**src/rtl/leading_run_pkg.sv**
```systemverilog
// rtl/leading_run_pkg.sv - shared types and saturating-add helpers for the leading-run counter
// Purpose: run FSM state enum and saturating accumulator arithmetic.
// Ports:   none (package).
package leading_run_pkg;

    typedef enum logic [1:0] {
        IDLE  = 2'd0,
        COUNT = 2'd1,
        DONE  = 2'd2
    } run_state_e;

    // Operands are carried at 32 bits and clamped to the cnt_w-bit maximum.
    // The sum is formed one bit wider so a carry out of cnt_w bits is never lost.
    function automatic logic [31:0] sat_add(input logic [31:0] a,
                                            input logic [31:0] b,
                                            input int unsigned cnt_w);
        logic [32:0] w_sum;
        logic [32:0] w_lim;
        w_sum = {1'b0, a} + {1'b0, b};
        w_lim = (33'd1 << cnt_w) - 33'd1;
        return (w_sum > w_lim) ? w_lim[31:0] : w_sum[31:0];
    endfunction

    // True when the unclamped sum has reached the cnt_w-bit maximum, i.e. the
    // reported count can no longer be trusted as the exact run length.
    function automatic logic sat_hit(input logic [31:0] a,
                                     input logic [31:0] b,
                                     input int unsigned cnt_w);
        logic [32:0] w_sum;
        logic [32:0] w_lim;
        w_sum = {1'b0, a} + {1'b0, b};
        w_lim = (33'd1 << cnt_w) - 33'd1;
        return (w_sum >= w_lim);
    endfunction

endpackage

```
**src/rtl/priority_encoder_n.sv**
```systemverilog
// rtl/priority_encoder_n.sv - leading-run priority encoder for one WIDTH-bit slice
// Purpose: count leading bits (from the MSB) equal to leading_bit.
// Ports:   leading_bit - run polarity
//          slice       - input slice, bit WIDTH-1 first
//          count       - number of leading matching bits, WIDTH if all match
//          valid       - a terminating bit exists in the slice (count < WIDTH)
module priority_encoder_n #(
    parameter  int WIDTH = 16,
    localparam int OFF_W = $clog2(WIDTH + 1)
) (
    input  logic             leading_bit,
    input  logic [WIDTH-1:0] slice,
    output logic [OFF_W-1:0] count,
    output logic             valid
);

    logic w_stop;

    // Scan from the MSB; the first mismatching bit fixes the count.
    always_comb begin
        count  = OFF_W'(WIDTH);
        w_stop = 1'b0;
        for (int i = WIDTH - 1; i >= 0; i--) begin
            if (!w_stop && (slice[i] != leading_bit)) begin
                count  = OFF_W'(WIDTH - 1 - i);
                w_stop = 1'b1;
            end
        end
    end

    assign valid = (count != OFF_W'(WIDTH));

endmodule

```
**src/rtl/leading_run_counter.sv**
```systemverilog
// rtl/leading_run_counter.sv - streaming leading-run length counter across WIDTH-bit slices
// Purpose: accumulate the leading run of equal bits over MSB-first slices and
//          report total length, terminator offset and saturation/exhaustion.
// Ports:   clk, rst            - clock, synchronous active-high reset
//          leading_bit         - run polarity, taken on the first beat of a run
//          in_valid/in_ready   - input slice handshake (in_data, in_last)
//          out_valid/out_ready - result handshake
//          out_count           - saturating run length
//          out_offset          - run bits within the final slice (WIDTH if none)
//          out_saturated       - run length reached the count maximum
//          out_exhausted       - in_last seen without a terminator
module leading_run_counter
    import leading_run_pkg::*;
#(
    parameter  int WIDTH = 16,
    parameter  int CNT_W = 8,
    localparam int OFF_W = $clog2(WIDTH + 1)
) (
    input  logic             clk,
    input  logic             rst,
    input  logic             leading_bit,
    input  logic             in_valid,
    output logic             in_ready,
    input  logic [WIDTH-1:0] in_data,
    input  logic             in_last,
    output logic             out_valid,
    input  logic             out_ready,
    output logic [CNT_W-1:0] out_count,
    output logic [OFF_W-1:0] out_offset,
    output logic             out_saturated,
    output logic             out_exhausted
);

    run_state_e       r_state, w_next_state;
    logic [CNT_W-1:0] r_acc, w_next_acc;
    logic             r_sat, w_next_sat;
    logic             r_pol, w_next_pol;
    logic [CNT_W-1:0] r_count, w_next_count;
    logic [OFF_W-1:0] r_offset, w_next_offset;
    logic             r_saturated, w_next_saturated;
    logic             r_exhausted, w_next_exhausted;

    logic             w_in_ready;
    logic             w_accept;
    logic             w_pol;
    logic [CNT_W-1:0] w_base;
    logic             w_base_sat;
    logic [OFF_W-1:0] w_enc_cnt;
    logic             w_found;
    logic [CNT_W-1:0] w_sum;
    logic             w_hit;
    logic             w_run_sat;

    assign w_in_ready = !rst && (r_state != DONE);
    assign w_accept   = in_valid && w_in_ready;

    // The first beat of a run starts from a clean accumulator and the port
    // polarity; later beats continue from the registered run state.
    assign w_pol      = (r_state == IDLE) ? leading_bit : r_pol;
    assign w_base     = (r_state == IDLE) ? '0 : r_acc;
    assign w_base_sat = (r_state == IDLE) ? 1'b0 : r_sat;

    priority_encoder_n #(
        .WIDTH(WIDTH)
    ) u_enc (
        .leading_bit(w_pol),
        .slice      (in_data),
        .count      (w_enc_cnt),
        .valid      (w_found)
    );

    // w_enc_cnt is already WIDTH when the slice has no terminator, so the
    // same addend serves both the terminating and the continuing case.
    assign w_sum     = CNT_W'(sat_add(32'(w_base), 32'(w_enc_cnt), CNT_W));
    assign w_hit     = sat_hit(32'(w_base), 32'(w_enc_cnt), CNT_W);
    assign w_run_sat = w_base_sat | w_hit;

    always_comb begin
        w_next_state     = r_state;
        w_next_acc       = r_acc;
        w_next_sat       = r_sat;
        w_next_pol       = r_pol;
        w_next_count     = r_count;
        w_next_offset    = r_offset;
        w_next_saturated = r_saturated;
        w_next_exhausted = r_exhausted;
        case (r_state)
            IDLE, COUNT: begin
                if (w_accept) begin
                    w_next_pol = w_pol;
                    if (w_found || in_last) begin
                        w_next_count     = w_sum;
                        w_next_offset    = w_enc_cnt;
                        w_next_saturated = w_run_sat;
                        w_next_exhausted = !w_found;
                        w_next_state     = DONE;
                    end else begin
                        w_next_acc   = w_sum;
                        w_next_sat   = w_run_sat;
                        w_next_state = COUNT;
                    end
                end
            end
            DONE: begin
                if (out_ready) begin
                    w_next_acc   = '0;
                    w_next_sat   = 1'b0;
                    w_next_state = IDLE;
                end
            end
            default: w_next_state = IDLE;
        endcase
    end

    always_ff @(posedge clk) begin
        if (rst) begin
            r_state     <= IDLE;
            r_acc       <= '0;
            r_sat       <= 1'b0;
            r_pol       <= 1'b0;
            r_count     <= '0;
            r_offset    <= '0;
            r_saturated <= 1'b0;
            r_exhausted <= 1'b0;
        end else begin
            r_state     <= w_next_state;
            r_acc       <= w_next_acc;
            r_sat       <= w_next_sat;
            r_pol       <= w_next_pol;
            r_count     <= w_next_count;
            r_offset    <= w_next_offset;
            r_saturated <= w_next_saturated;
            r_exhausted <= w_next_exhausted;
        end
    end

    assign in_ready      = w_in_ready;
    assign out_valid     = (r_state == DONE);
    assign out_count     = r_count;
    assign out_offset    = r_offset;
    assign out_saturated = r_saturated;
    assign out_exhausted = r_exhausted;

endmodule

```
**config.mk**
```make
export PLATFORM = sky130hd
export DESIGN_NAME = leading_run_counter
export DESIGN_NICKNAME = d
export VERILOG_FILES = /design/src/rtl/leading_run_pkg.sv /design/src/rtl/priority_encoder_n.sv /design/src/rtl/leading_run_counter.sv
export SDC_FILE = /design/constraint.sdc
export NUM_CORES = 1
export LEC_CHECK = 0
export BUFFER_PORTS_ARGS = -buffer_cell sky130_fd_sc_hd__buf_2
export CAP_MARGIN = 20
export CORE_MARGIN = 2
export CORE_UTILIZATION = 57
export CTS_BUF_LIST = sky130_fd_sc_hd__clkbuf_8
export DETAILED_ROUTE_END_ITERATION = 10
export GPL_ROUTABILITY_DRIVEN = 1
export PLACE_DENSITY_LB_ADDON = 0.05
export SLEW_MARGIN = 0
export SYNTH_ARGS = -nofsm -noshare
export SYNTH_HDL_FRONTEND = slang
export SYNTH_SLANG_ARGS = --single-unit
```
**constraint.sdc**
```tcl
create_clock -name clk -period 5.1 [get_ports clk]
set_clock_uncertainty 0.15 [all_clocks]
set_input_delay 0.51 -clock clk [delete_from_list [all_inputs] [get_ports clk]]
set_output_delay 0.51 -clock clk [all_outputs]
set_load 0.1 [all_outputs]
```
# Word level (Yosys, flattened, before mapping)
# Index checks and enable logic that the tools add are counted.
# op_classes
n_lt_le_gt_ge	2
n_mul	0
n_bitwise	1
div	0
shift	0
n_addsub	1
n_mux	47
eq_ne	23
n_reduce_logical	42
# ops
cell	n
$mux W5	16
$mux W8	5
$mux W1	20
$logic_and A1 B1 Y1	17
$logic_not A1 Y1	17
$ne A1 B1 Y1	16
$pmux W8 S2	1
$add A8 B5 Y9	1
$ge A9 B8 Y1 const B	1
$gt A9 B8 Y1 const B	1
$mux W2	3
$ne A2 B2 Y1 const B	3
$ne A5 B5 Y1 const B	1
$pmux W2 S2	1
$reduce_and A2 Y1	2
$reduce_and A4 Y1	1
$reduce_and A3 Y1	1
$eq A2 B1 Y1 const B	1
$eq A2 B2 Y1 const B	1
$logic_not A2 Y1	1
$ne A2 B1 Y1 const B	1
$pmux W1 S2	1
$reduce_bool A2 Y1	1
$reduce_or A2 Y1	1
other kinds (2)	2
# totals
latch_bits	0
rom_bits	0
reg_bits	27
out_inout_bits	17
in_bits	22
wordCells	124
mem_bits_rw	0
n_memories	0

# Longest topological paths before layout
# Gate-level depths: netlist of the first run.
# depth
ltp_word	55
depth_mapped	16
ltp_nobuf	13

# Hierarchy
# Synthesis of the first run repeated with hierarchy kept, for this count alone.
# hier_totals
hier_cells	245
area_unflattened_um2	1913.1
# modules_own_cells
module	cells_per_inst	instances	area_each_um2	seq_area_each_um2
leading_run_counter	178	1	1483.9	540.5
priority_encoder_n	67	1	429.2	0.0

# Worst setup path after synthesis of the first run
# OpenSTA, ideal clock, no wires.
# synth_path
path_type	input to register
from	in leading_bit
to	reg r_saturated (netlist: out_saturated)
path_buffers	1
setup_time_ns	0.080
cell_stages	14
setup_slack_ns	1.382
required_time_ns	4.870
t_arrival_ns	3.488
path_cell_list	or3b_1 buf_2 and3_4 or2_2 and2_1 a221oi_1 inv_1 fa_1 a21oi_1 o21bai_1 xor2_1 nand3_1 o31a_1 a211oi_2
# synth_via
elab_chain_cells	51
elab_cells_between_ends	84
classes_between	add/sub: 1; order compare: 1; eq/ne: 17; mux: 32; bitwise: 1; reduce/logical: 32
# synth_lines
element	line_no	rtl
start, declared	leading_run_counter.sv:21	input logic leading_bit,
$mux W1 (*)	leading_run_counter.sv:59	assign w_pol = (r_state == IDLE) ? leading_bit : r_pol;
$ne A1 B1 Y1	priority_encoder_n.sv:24	if (!w_stop && (slice[i] != leading_bit)) begin
$mux W1	priority_encoder_n.sv:24	
$logic_not A1 Y1	priority_encoder_n.sv:24	
$logic_and A1 B1 Y1	priority_encoder_n.sv:24	
$mux W1	priority_encoder_n.sv:24	
$logic_not A1 Y1	priority_encoder_n.sv:24	
$logic_and A1 B1 Y1	priority_encoder_n.sv:24	
[... 36 more ...]	--	
$mux W1	priority_encoder_n.sv:24	
$logic_not A1 Y1	priority_encoder_n.sv:24	
$logic_and A1 B1 Y1	priority_encoder_n.sv:24	
$mux W5 (*)	priority_encoder_n.sv:24	
via u_enc.count[1]	priority_encoder_n.sv:13	output logic [OFF_W-1:0] count,
$add A8 B5 Y9 or $ne A5 B5 Y1 (tied branches)	leading_run_pkg.sv:31, priority_encoder_n.sv:31	
$ge A9 B8 Y1 or $logic_or A1 B1 Y1 (tied branches)	leading_run_pkg.sv:33, leading_run_counter.sv:91	
$or A1 B1 Y1 or $reduce_and A3 Y1 (tied branches)	--	
end signal, assigned	leading_run_counter.sv:132	r_saturated <= w_next_saturated;
end, declared	leading_run_counter.sv:40	logic r_saturated, w_next_saturated;
# The timed path passes the listed nets; every way through them passes the cells marked *.
# A chain may end at the register's enable or synchronous reset.

# Final worst setup path of the first run
# layout_path
from	reg r_state[1]
to	reg r_saturated (netlist: out_saturated)
# layout_via
elab_chain_cells	52
elab_cells_between_ends	92
classes_between	add/sub: 1; order compare: 1; eq/ne: 19; mux: 34; bitwise: 1; reduce/logical: 36
# layout_lines
element	line_no	rtl
start, declared	leading_run_counter.sv:34	run_state_e r_state, w_next_state;
start signal, assigned	leading_run_counter.sv:126	r_state <= w_next_state;
$logic_not A2 Y1 (*)	leading_run_counter.sv:59	
$mux W1 (*)	leading_run_counter.sv:59	
$ne A1 B1 Y1	priority_encoder_n.sv:24	
$mux W1	priority_encoder_n.sv:24	
$logic_not A1 Y1	priority_encoder_n.sv:24	
$logic_and A1 B1 Y1	priority_encoder_n.sv:24	
$mux W1	priority_encoder_n.sv:24	
$logic_not A1 Y1	priority_encoder_n.sv:24	
[... 37 more ...]	--	
$mux W1	priority_encoder_n.sv:24	
$logic_not A1 Y1	priority_encoder_n.sv:24	
$logic_and A1 B1 Y1	priority_encoder_n.sv:24	
$mux W5 (*)	priority_encoder_n.sv:24	
via u_enc.count[1]	priority_encoder_n.sv:13	
$add A8 B5 Y9 or $ne A5 B5 Y1 (tied branches)	leading_run_pkg.sv:31, priority_encoder_n.sv:31	
$ge A9 B8 Y1 or $logic_or A1 B1 Y1 (tied branches)	leading_run_pkg.sv:33, leading_run_counter.sv:91	
$or A1 B1 Y1 or $reduce_and A3 Y1 (tied branches)	--	
# Marks and branches as above.

==> flow_summary.toml, run 1 <==
[power]
p_sw_frac = 0.369
peakVddDrop_uv = 225
total_power_uw = 490
clkPwrFrac = 0.254
total_leakage_power_nw = 0.884
p_int_uw = 309
switching_power_uw = 181
p_per_area_nw_per_um2 = 226
p_comb_frac = 0.291
p_seq_frac = 0.455

[cts]
cts_resized = 0
cts.hold.buffers_added = 0
path_clk_slew_ns = 0.10
clock_latency_ns = 0.27
cts_tree = "built"
cts_buffers = 3
clock_path_buffers = 2
cts_setup_buffers = 0
clockRootBuffer = "clkbuf_8"
cts.sinks = 27
h-tree-depth = 1

[worst_setup_path]
rr_startpoint = "r_state[1]"
required_ns = 5.15
critPathMaxFanout = 11
r2r_cells = 13
cpMaxStageDelayCell = "or3b_1"
rr_endpoint = "out_saturated"
r2r_slack_ns = 1.09
critPathKind = "flip-flop to flip-flop"
worstSetupStartpointType = "flip-flop"
crit_chain = "or3b_1 -> nand2_1 -> mux2i_1 -> o21ai_0 -> a221oi_1 -> inv_1 -> fa_1 -> a21oi_1 -> o21bai_1 -> xor2_1 -> nand3_1 -> o31a_1 -> a211oi_2"
max_stage_delay_ns = 0.55
cp-end-kind = "flip-flop"
cp.arrival_ns = 4.06

[global_route]
grt_max_degree = 26
grt_first_pass_wirelength_um = 7650
antenna_found_initial = 0
grt_pass1_vias = 1676
grt_usage = 0.237
grt_overflow = 0

[logic_synthesis]
synth_nets = 278
synth_edf_count = 0
async_reset_ff_frac = 0
synth_area_um2 = 1930
yosysUniqueCellTypes = 57
synth-seq-cells = 27
syn-instance-count = 250
ys.warnings.count = 0
avgSynthCellArea_um2 = 7.73
synth-seq-area-share = 0.280
synth_ff_type = "dfxtp_1"

[timing]
worstMarginPinSlew_ns = 0.794
setup_ws_ns = 1.09
fmax_mhz = 249
max_slew_margin = 0.471
finalSetupViolCount = 0
grt_setup_unrepaired = "false"
min_period_ns = 4.01
maxSlewViolCount = 0
final_hold_viol_count = 0
tns_ns = 0
hold_slack_ns = 0.311
fin_crit_sh = 0.786

[detailed_routing]
wl_per_cell_um = 13.3
drt_pass1_iterations = 4
viasPerCell = 5.77
vias = 1888
first_iter_violations = 135
ant_nets = 0
totalWireLength_um = 4370
drc = 0

[cells_and_area]
drive_gt1_frac = 0.210
fin_cells = 327
area_growth_pct = 12.0
final_util = 0.659
design_area_um2 = 2160
final_nets = 310
n_antenna_cell = 0

[worst_hold_path]
min_to = "r_acc[0]"
worst_hold_path_type = "flip-flop to flip-flop"
min_from = "r_acc[0]"
hold_depth = 2

[floorplan]
io_pins = 39
die_w_um = 62.2
rows = 21
fp.dieArea_um2 = 3870
dieHeight_um = 62.2
design.core.area_um2 = 3280
initial_core_util = 0.589

[placed_design]
placed_cell_area_um2 = 2120
place_congestion = 0.834
dpl.hpwl_um = 3340
io_buffers = 38
dpl.cell_count = 323
post-place-ws_ns = 1.05

[flow_run]
drv_cap = 0

[status]
status = "completed"
## logic make-up (layout without fill, tap and decap cells)
logic type	count (synthesis)	after routing	synth area share
and+or+nand+nor	108	108	0.277
AOI/OAI and AO/OA	80	80	0.309
DFF	27	27	0.280
buffers and inverters	21	52	0.0531
adders and majority gates	6	6	0.0427
xor gates and xnor gates	5	5	0.0227
muxes	3	3	0.0155
## synth_stat cells (all sizes together), types with 2 or more instances
| cell type | count | area share |
|---|---|---|
| nor3b | 2 | 0.0078 |
| and3 | 3 | 0.012 |
| a221oi | 3 | 0.014 |
| o21ai | 19 | 0.049 |
| nor2b | 10 | 0.032 |
| or2 | 3 | 0.0097 |
| mux2i | 3 | 0.016 |
| nand2b | 2 | 0.0065 |
| dfxtp | 27 | 0.28 |
| o41ai | 2 | 0.0091 |
| a31oi | 4 | 0.021 |
| a21o | 3 | 0.012 |
| o21a | 3 | 0.012 |
| nor4 | 3 | 0.0097 |
| ha | 5 | 0.032 |
| a211oi | 11 | 0.061 |
| nor3 | 4 | 0.010 |
| nand3 | 11 | 0.028 |
| and2 | 4 | 0.013 |
| xor2 | 2 | 0.0091 |
| buf | 8 | 0.028 |
| inv | 10 | 0.019 |
| o21bai | 2 | 0.0078 |
| nand2 | 20 | 0.039 |
| o22ai | 4 | 0.013 |
| a21oi | 15 | 0.041 |
| and4 | 3 | 0.014 |
| xnor2 | 3 | 0.014 |
| nor2 | 38 | 0.074 |
| clkbuf | 3 | 0.0058 |
| nand4 | 3 | 0.013 |
## worst max-delay path by stage
| stage | end | slack [ns] | depth (start not counted) | start |
|---|---|---|---|---|
| 2_1_floorplan | out_saturated | 1.38 | 14 | leading_bit |
| 3_3_place_gp | out_saturated | 1.11 | 14 | leading_bit |
| 3_5_place_dp | out_saturated | 1.05 | 14 | leading_bit |
| 4_1_cts | out_saturated | 1.13 | 13 | r_state[1] |
| 5_1_grt | out_saturated | 0.80 | 13 | r_state[1] |
| 6_report | out_saturated | 1.09 | 13 | r_state[1] |
## cell type report
cell class,instances,area [um2]
clock buffer,3,41.3
tap,46,57.6
fill,313,1120
clock inverter,1,7.51
multi-input combinational,202,1290
sequential,27,541
timing repair buffer,38,190
inverter,10,37.5
## worst max-delay path: cells and delay by family, from the launching register on
family                     cells  cell delay, ns
AOI/OAI and AO/OA              6            1.36
xor gates and xnor gates       1            0.18
adders and majority gates      1            0.47
DFF                            1            0.43
muxes                          1            0.22
buffers and inverters          1            0.15
and+or+nand+nor                3            0.97
## metal layers
layer / part of all wire / global-route usage / routed length, um
met5: 0 / 0 / 0
met4: 0.0062 / 0.0500 / 27
met3: 0.055 / 0.0380 / 241
met2: 0.42 / 0.359 / 1830
met1: 0.52 / 0.358 / 2270
## flip-flops by register name, summed over array words and instances, names as in the netlist
name           cells
out_exhausted      1
r_acc              8
r_state            2
out_offset         5
r_sat              1
r_pol              1
out_saturated      1
out_count          8
## cells in the final DEF, fill, tap and decap left out, types with 7 or more instances in the layout
| cell type | instances |
|---|---|
| nor2_1 | 38 |
| buf_2 | 38 |
| dfxtp_1 | 27 |
| nand2_1 | 20 |
| a21oi_1 | 14 |
| o21ai_0 | 11 |
| nand3_1 | 11 |
| inv_1 | 10 |
| nor2b_1 | 10 |
| o21ai_1 | 8 |
| a211oi_2 | 7 |
## power by group through the flow
stage                     clock network [mW]  registers [mW]  logic [mW]
final                                  0.124           0.223       0.142
after global routing                   0.136           0.224       0.153
after CTS                              0.129           0.223       0.142
after detailed placement                   0           0.227       0.142
after global placement                     0           0.227       0.141
after floorplan                            0           0.273      0.0663
Note: power is estimated with default switching activity, not from simulation.
==> inputs of run 2 (changes only) <==
- ABC_AREA: not set -> 1
- CORE_UTILIZATION: 57 -> 51
- clock period: 5.1 -> 3.3 ns (I/O delays scaled with it)
==> flow_summary.toml, run 2 <==
[status]
status = "finished with violations"
violations = "negative setup slack"

[timing]
max_slew_margin = 0.612
final_hold_viol_count = 0
maxSlewViolCount = 0
setup_ws_ns = -0.371
tns_ns = -5.27
finalSetupViolCount = 19
worstMarginPinSlew_ns = 0.582
fmax_mhz = 272
min_period_ns = 3.67
fin_crit_sh = 1.11
grt_setup_unrepaired = "true"

[placed_design]
place_congestion = 0.857
dpl.hpwl_um = 3180
io_buffers = 38
placed_cell_area_um2 = 2340

[cells_and_area]
drive_gt1_frac = 0.427
final_common_cell = "buf_4"
final_nets = 392
fillers = 284
final_cell_mix = "buf_4, inv_1, nand2_1, buf_2, nor2_1"
design_area_um2 = 2760
n_antenna_cell = 0
area_growth_pct = 46.9

[power]
p_per_area_nw_per_um2 = 320
total_leakage_power_nw = 1.40
peakVddDrop_uv = 277

[logic_synthesis]
synth_nets = 300
synth-seq-area-share = 0.288
syn-instance-count = 272
avgSynthCellArea_um2 = 6.90
synth.top_cell.area_share = 0.288
synth_area_um2 = 1880
synth_ff_type = "dfxtp_1"
post-synth-top-area-cell = "dfxtp_1"
ys.warnings.count = 0
async_reset_ff_frac = 0
synth_edf_count = 0
synth-seq-cells = 27
yosysUniqueCellTypes = 32
synth_common_cells = "nand2_1, inv_1, nor2_1"
synth_top_cells_by_area = "dfxtp_1, nand2_1, inv_1"
synth_most_common_cell = "nand2_1"

[detailed_routing]
first_iter_violations = 112
drc = 0
wl_per_cell_um = 11.5
viasPerCell = 4.88
vias = 2004
drt_pass1_iterations = 4
totalWireLength_um = 4710
ant_nets = 0

[worst_setup_path]
cp-end-kind = "flip-flop"
worstSetupStartpoint = "r_state[0]"
required_ns = 3.36
rr_endpoint = "out_saturated"
r2r_cells = 26
critPathMaxFanout = 7
rr_startpoint = "r_state[0]"
cp-endpoint = "out_saturated"
critPathKind = "flip-flop to flip-flop"
worstSetupStartpointType = "flip-flop"
cp.arrival_ns = 3.73
r2r_slack_ns = -0.37

[floorplan]
fp.dieArea_um2 = 4180
die_w_um = 64.7
design.core.area_um2 = 3610
dieHeight_um = 64.7
io_pins = 39
initial_core_util = 0.520
rows = 22

[global_route]
grt_first_pass_wirelength_um = 8000
grt_usage = 0.237
grt_pass1_vias = 1969
grt_max_degree = 24
grt_overflow = 0
antenna_found_initial = 0

[cts]
clockRootBuffer = "clkbuf_8"
h-tree-depth = 1
cts_tree = "built"
path_clk_slew_ns = 0.08
clock_path_buffers = 2
cts_buffers = 3
clock_latency_ns = 0.27
cts.sinks = 27
cts.hold.buffers_added = 0

[flow_run]
drv_cap = 0

[worst_hold_path]
worst_hold_path_type = "input pin to flip-flop"
min_from = "rst"
-- run 2: cell count changes after synthesis, moves of 6 or more --
cell      previous run  this run
a211oi_2             7         0
nand2_4              0         6
o21ai_1              8         2
xor2_1               2        10
inv_1               10        42
nor2b_1             10         0
nand2_1             20        43
nor2_2               0        12
-- run 2: report_power, final --
| part | internal, mW | switching (mW) | total [mW] |
|---|---|---|---|
| clock | 0.0834 | 0.0967 | 0.180 |
| sequential | 0.339 | 0.00875 | 0.348 |
| combinational | 0.124 | 0.231 | 0.356 |
| total | 0.547 | 0.337 | 0.884 |
-- run 2: worst max-delay path, cell delays in order, from the launching register on --
cell      delay, ns
dfxtp_4        0.37
nor2_4         0.14
nand2_4        0.10
nand2_8        0.12
nand2_4        0.05
nand2_2        0.05
nand2_2        0.06
nor2_4         0.13
nand4_4        0.11
nor2_4         0.14
nand4_4        0.13
nor2_4         0.13
nand4_2        0.10
o211ai_1       0.26
ha_2           0.24
fa_2           0.23
nand3_2        0.07
nand2_1        0.08
nand2_2        0.06
a21oi_2        0.12
o21bai_1       0.12
nand2_1        0.10
nor4_2         0.19
a21boi_2       0.11
nand3_1        0.10
nand2_1        0.05
nor2_1         0.12
-- run 2: layer usage --
| layer | wire (um) | part of all wire | GRT usage |
|---|---|---|---|
| met4 | 173 | 0.037 | 0.0851 |
| met5 | 0 | 0 | 0 |
| met2 | 2390 | 0.51 | 0.426 |
| met3 | 199 | 0.042 | 0.0434 |
| met1 | 1940 | 0.41 | 0.282 |
-- run 2: worst min path at each step --
stage                     to  cells after the start
2_1_floorplan     r_state[0]                      1
3_3_place_gp   out_exhausted                      2
3_5_place_dp        r_acc[1]                      2
4_1_cts           r_state[1]                      2
5_1_grt           r_state[0]                      2
6_report          r_state[1]                      2
-- run 2: kinds of logic after synthesis --
logic type,count (synthesis),synth area share
flops,27,0.288
simple gates,135,0.365
fa+ha+maj,6,0.0440
compound gates,37,0.113
buf+inv,51,0.115
xor+xnor,16,0.0747
-- run 2: metrics by stage --
stage	power [mW]	cells	hold WS [ns]	worst slack, ns	utilization
after floorplan	0.579	272	0.242	-0.0749	-
after global placement	0.649	383	0.313	-0.307	0.648
after detailed placement	0.652	383	0.322	-0.476	0.648
after CTS	0.873	408	0.113	-0.385	0.739
after global routing	0.926	411	0.136	-0.627	0.765
final	0.884	411	0.111	-0.371	0.765
-- run 2: final cells by class --
cell class | instances | area (um2) | share of cell area
inverters | 45 | 169 | 0.0613
clock buffers | 3 | 41.3 | 0.0150
flip-flops and latches | 27 | 546 | 0.198
clock inverters | 1 | 3.75 | 0.00136
multi-input cells | 194 | 1330 | 0.483
repair buffers | 93 | 607 | 0.220
well taps | 48 | 60.1 | 0.0218
-- run 2: repair_timing --
action / 4_1_cts / 5_1_grt
endpoints found under the setup margin: 18 / 19
resized for setup: 21 / 15
pin swaps: 6 / 7
setup buffers: 21 / 3
cloned: 0 / 0
==> inputs of run 3 (changes only) <==
- CORE_UTILIZATION: 51 -> 57
- RECOVER_POWER: not set -> 100
- SETUP_SLACK_MARGIN: not set -> 0.05
- clock period: 3.3 -> 3.5 ns (I/O delays scaled with it)
==> flow_summary.toml, run 3 (synthesis gave the netlist of run 2 again) <==
[status]
status = "finished with violations"
violations = "negative setup slack"

[cts]
cts.hold.buffers_added = 0
path_clk_slew_ns = 0.09
clockRootBuffer = "clkbuf_8"
cts_buffers = 3
cts_tree = "built"
cts.sinks = 27
clock_latency_ns = 0.28
clock_path_buffers = 2
h-tree-depth = 1

[worst_setup_path]
rr_endpoint = "out_saturated"
required_ns = 3.57
rr_startpoint = "r_state[0]"
worstSetupStartpoint = "r_state[0]"
cp.arrival_ns = 4.03
critPathKind = "flip-flop to flip-flop"
critPathMaxFanout = 6
path_buf_inv = 1
cpMaxStageDelayCell = "dfxtp_4"
r2r_slack_ns = -0.46
r2r_cells = 26
worstSetupStartpointType = "flip-flop"
path_delay_family = "simple AND/OR/NAND/NOR gates"
cp-end-kind = "flip-flop"
max_stage_delay_ns = 0.37

[power]
total_leakage_power_nw = 1.32
total_power_uw = 829
peakVddDrop_uv = 344
p_per_area_nw_per_um2 = 306

[global_route]
grt_max_degree = 24
grt_overflow = 0
grt_pass1_vias = 1878
grt_first_pass_wirelength_um = 7820
antenna_found_initial = 0
grt_usage = 0.275

[timing]
fin_crit_sh = 1.13
final_hold_viol_count = 0
hold_slack_ns = 0.131
grt_setup_unrepaired = "true"
setup_ws_ns = -0.461
max_slew_margin = 0.213
min_period_ns = 3.96
worstMarginPinSlew_ns = 1.18
maxSlewViolCount = 0
fmax_mhz = 252
finalSetupViolCount = 18

[detailed_routing]
totalWireLength_um = 6100
vias = 2217
first_iter_violations = 176
ant_nets = 0
wl_per_cell_um = 15.2
drt_pass1_iterations = 5
drc = 0
viasPerCell = 5.53

[cells_and_area]
drive_gt1_frac = 0.398
final_nets = 386
final_cell_mix = "buf_4, inv_1, nand2_1, nor2_1, dfxtp_1"
final_common_cell = "buf_4"
fillers = 178
area_growth_pct = 44.3
final_util = 0.873
n_antenna_cell = 0
design_area_um2 = 2710

[floorplan]
rows = 20
dieHeight_um = 61.4
initial_core_util = 0.605
design.core.area_um2 = 3100
die_w_um = 61.4
fp.dieArea_um2 = 3770
io_pins = 39

[placed_design]
placed_cell_area_um2 = 2290
dpl.hpwl_um = 3270
place_congestion = 0.823
io_buffers = 38

[worst_hold_path]
hold_depth = 2
min_from = "rst"
worst_hold_path_type = "input pin to flip-flop"
min_to = "r_state[0]"

[flow_run]
drv_cap = 0
## run 3: cell count changes in the layout (fill, tap and decap cells not counted), sizes merged
cell / previous run / this run
inv: 46 / 45
clkinv: 0 / 1
buf: 93 / 71
clkbuf: 3 / 19
## run 3: cell type report
type | instances | area, um2 | area share
multi-input combinational | 194 | 1330 | 0.490
timing repair buffer | 87 | 561 | 0.207
sequential | 27 | 548 | 0.202
inverter | 45 | 171 | 0.0633
tap | 44 | 55.1 | 0.0203
clock buffer | 3 | 41.3 | 0.0152
clock inverter | 1 | 5.00 | 0.00185
## run 3: repair_timing
| item | in CTS | in global routing |
|---|---|---|
| pin swaps | 8 | 34 |
| buffers inserted | 12 | 9 |
| resized for setup | 26 | 32 |
| setup endpoints to repair | 18 | 18 |
| hold endpoints to repair | 0 | 0 |
## run 3: where the power goes
part | internal, mW | leakage [nW] | switching (mW) | total [mW]
registers | 0.320 | 0.222 | 0.00924 | 0.329
clock network | 0.0799 | 0.0255 | 0.0989 | 0.179
logic | 0.0980 | 1.07 | 0.224 | 0.322
## run 3: how the worst max path moves through the flow
| stage | endpoint | cells after the start |
|---|---|---|
| after detailed placement | out_saturated | 25 |
| after global placement | out_saturated | 21 |
| after CTS | out_saturated | 26 |
| after global routing | out_saturated | 26 |
| final | out_saturated | 26 |
| after floorplan | out_saturated | 25 |
## run 3: stage by stage
stage          setup TNS [ns]  instances  worst slack, ns
2_1_floorplan               0        272           0.0724
3_3_place_gp           -0.249        376          -0.0843
3_5_place_dp            -1.98        376           -0.203
4_1_cts                -0.581        392           -0.113
5_1_grt                 -9.62        401           -0.676
6_report                -5.93        401           -0.461
## run 3: per-layer routing
metal  global-route usage  routed length (um)  share of wire  up-vias
li1                     -                   -              -     1035
met1                0.317                2350           0.39      994
met2                0.506                2970           0.49      135
met3               0.0399                 400          0.066       53
met4                0.112                 382          0.063        0
met5                    0                   0              0        -
## run 3: worst register-to-register path, stage by stage (launching register included)
cell and delay, ns:
dfxtp_4 0.37, inv_2 0.06, nand2_4 0.06, nand2_4 0.10, nand3b_1 0.16, nand2_4 0.12, nand2_4 0.05, nor2_4 0.14
nand4_4 0.11, nor2_4 0.17, nand4_4 0.13, nor2_4 0.14, nand4_2 0.10, o211ai_1 0.26, ha_2 0.26, fa_2 0.22
nand3_2 0.09, nand2_2 0.09, nand2_2 0.06, a21oi_2 0.17, nand2_2 0.11, nor2_4 0.22, a21oi_1 0.09, a21boi_2 0.18
nand3_1 0.09, nand2_1 0.07, nor2_1 0.12
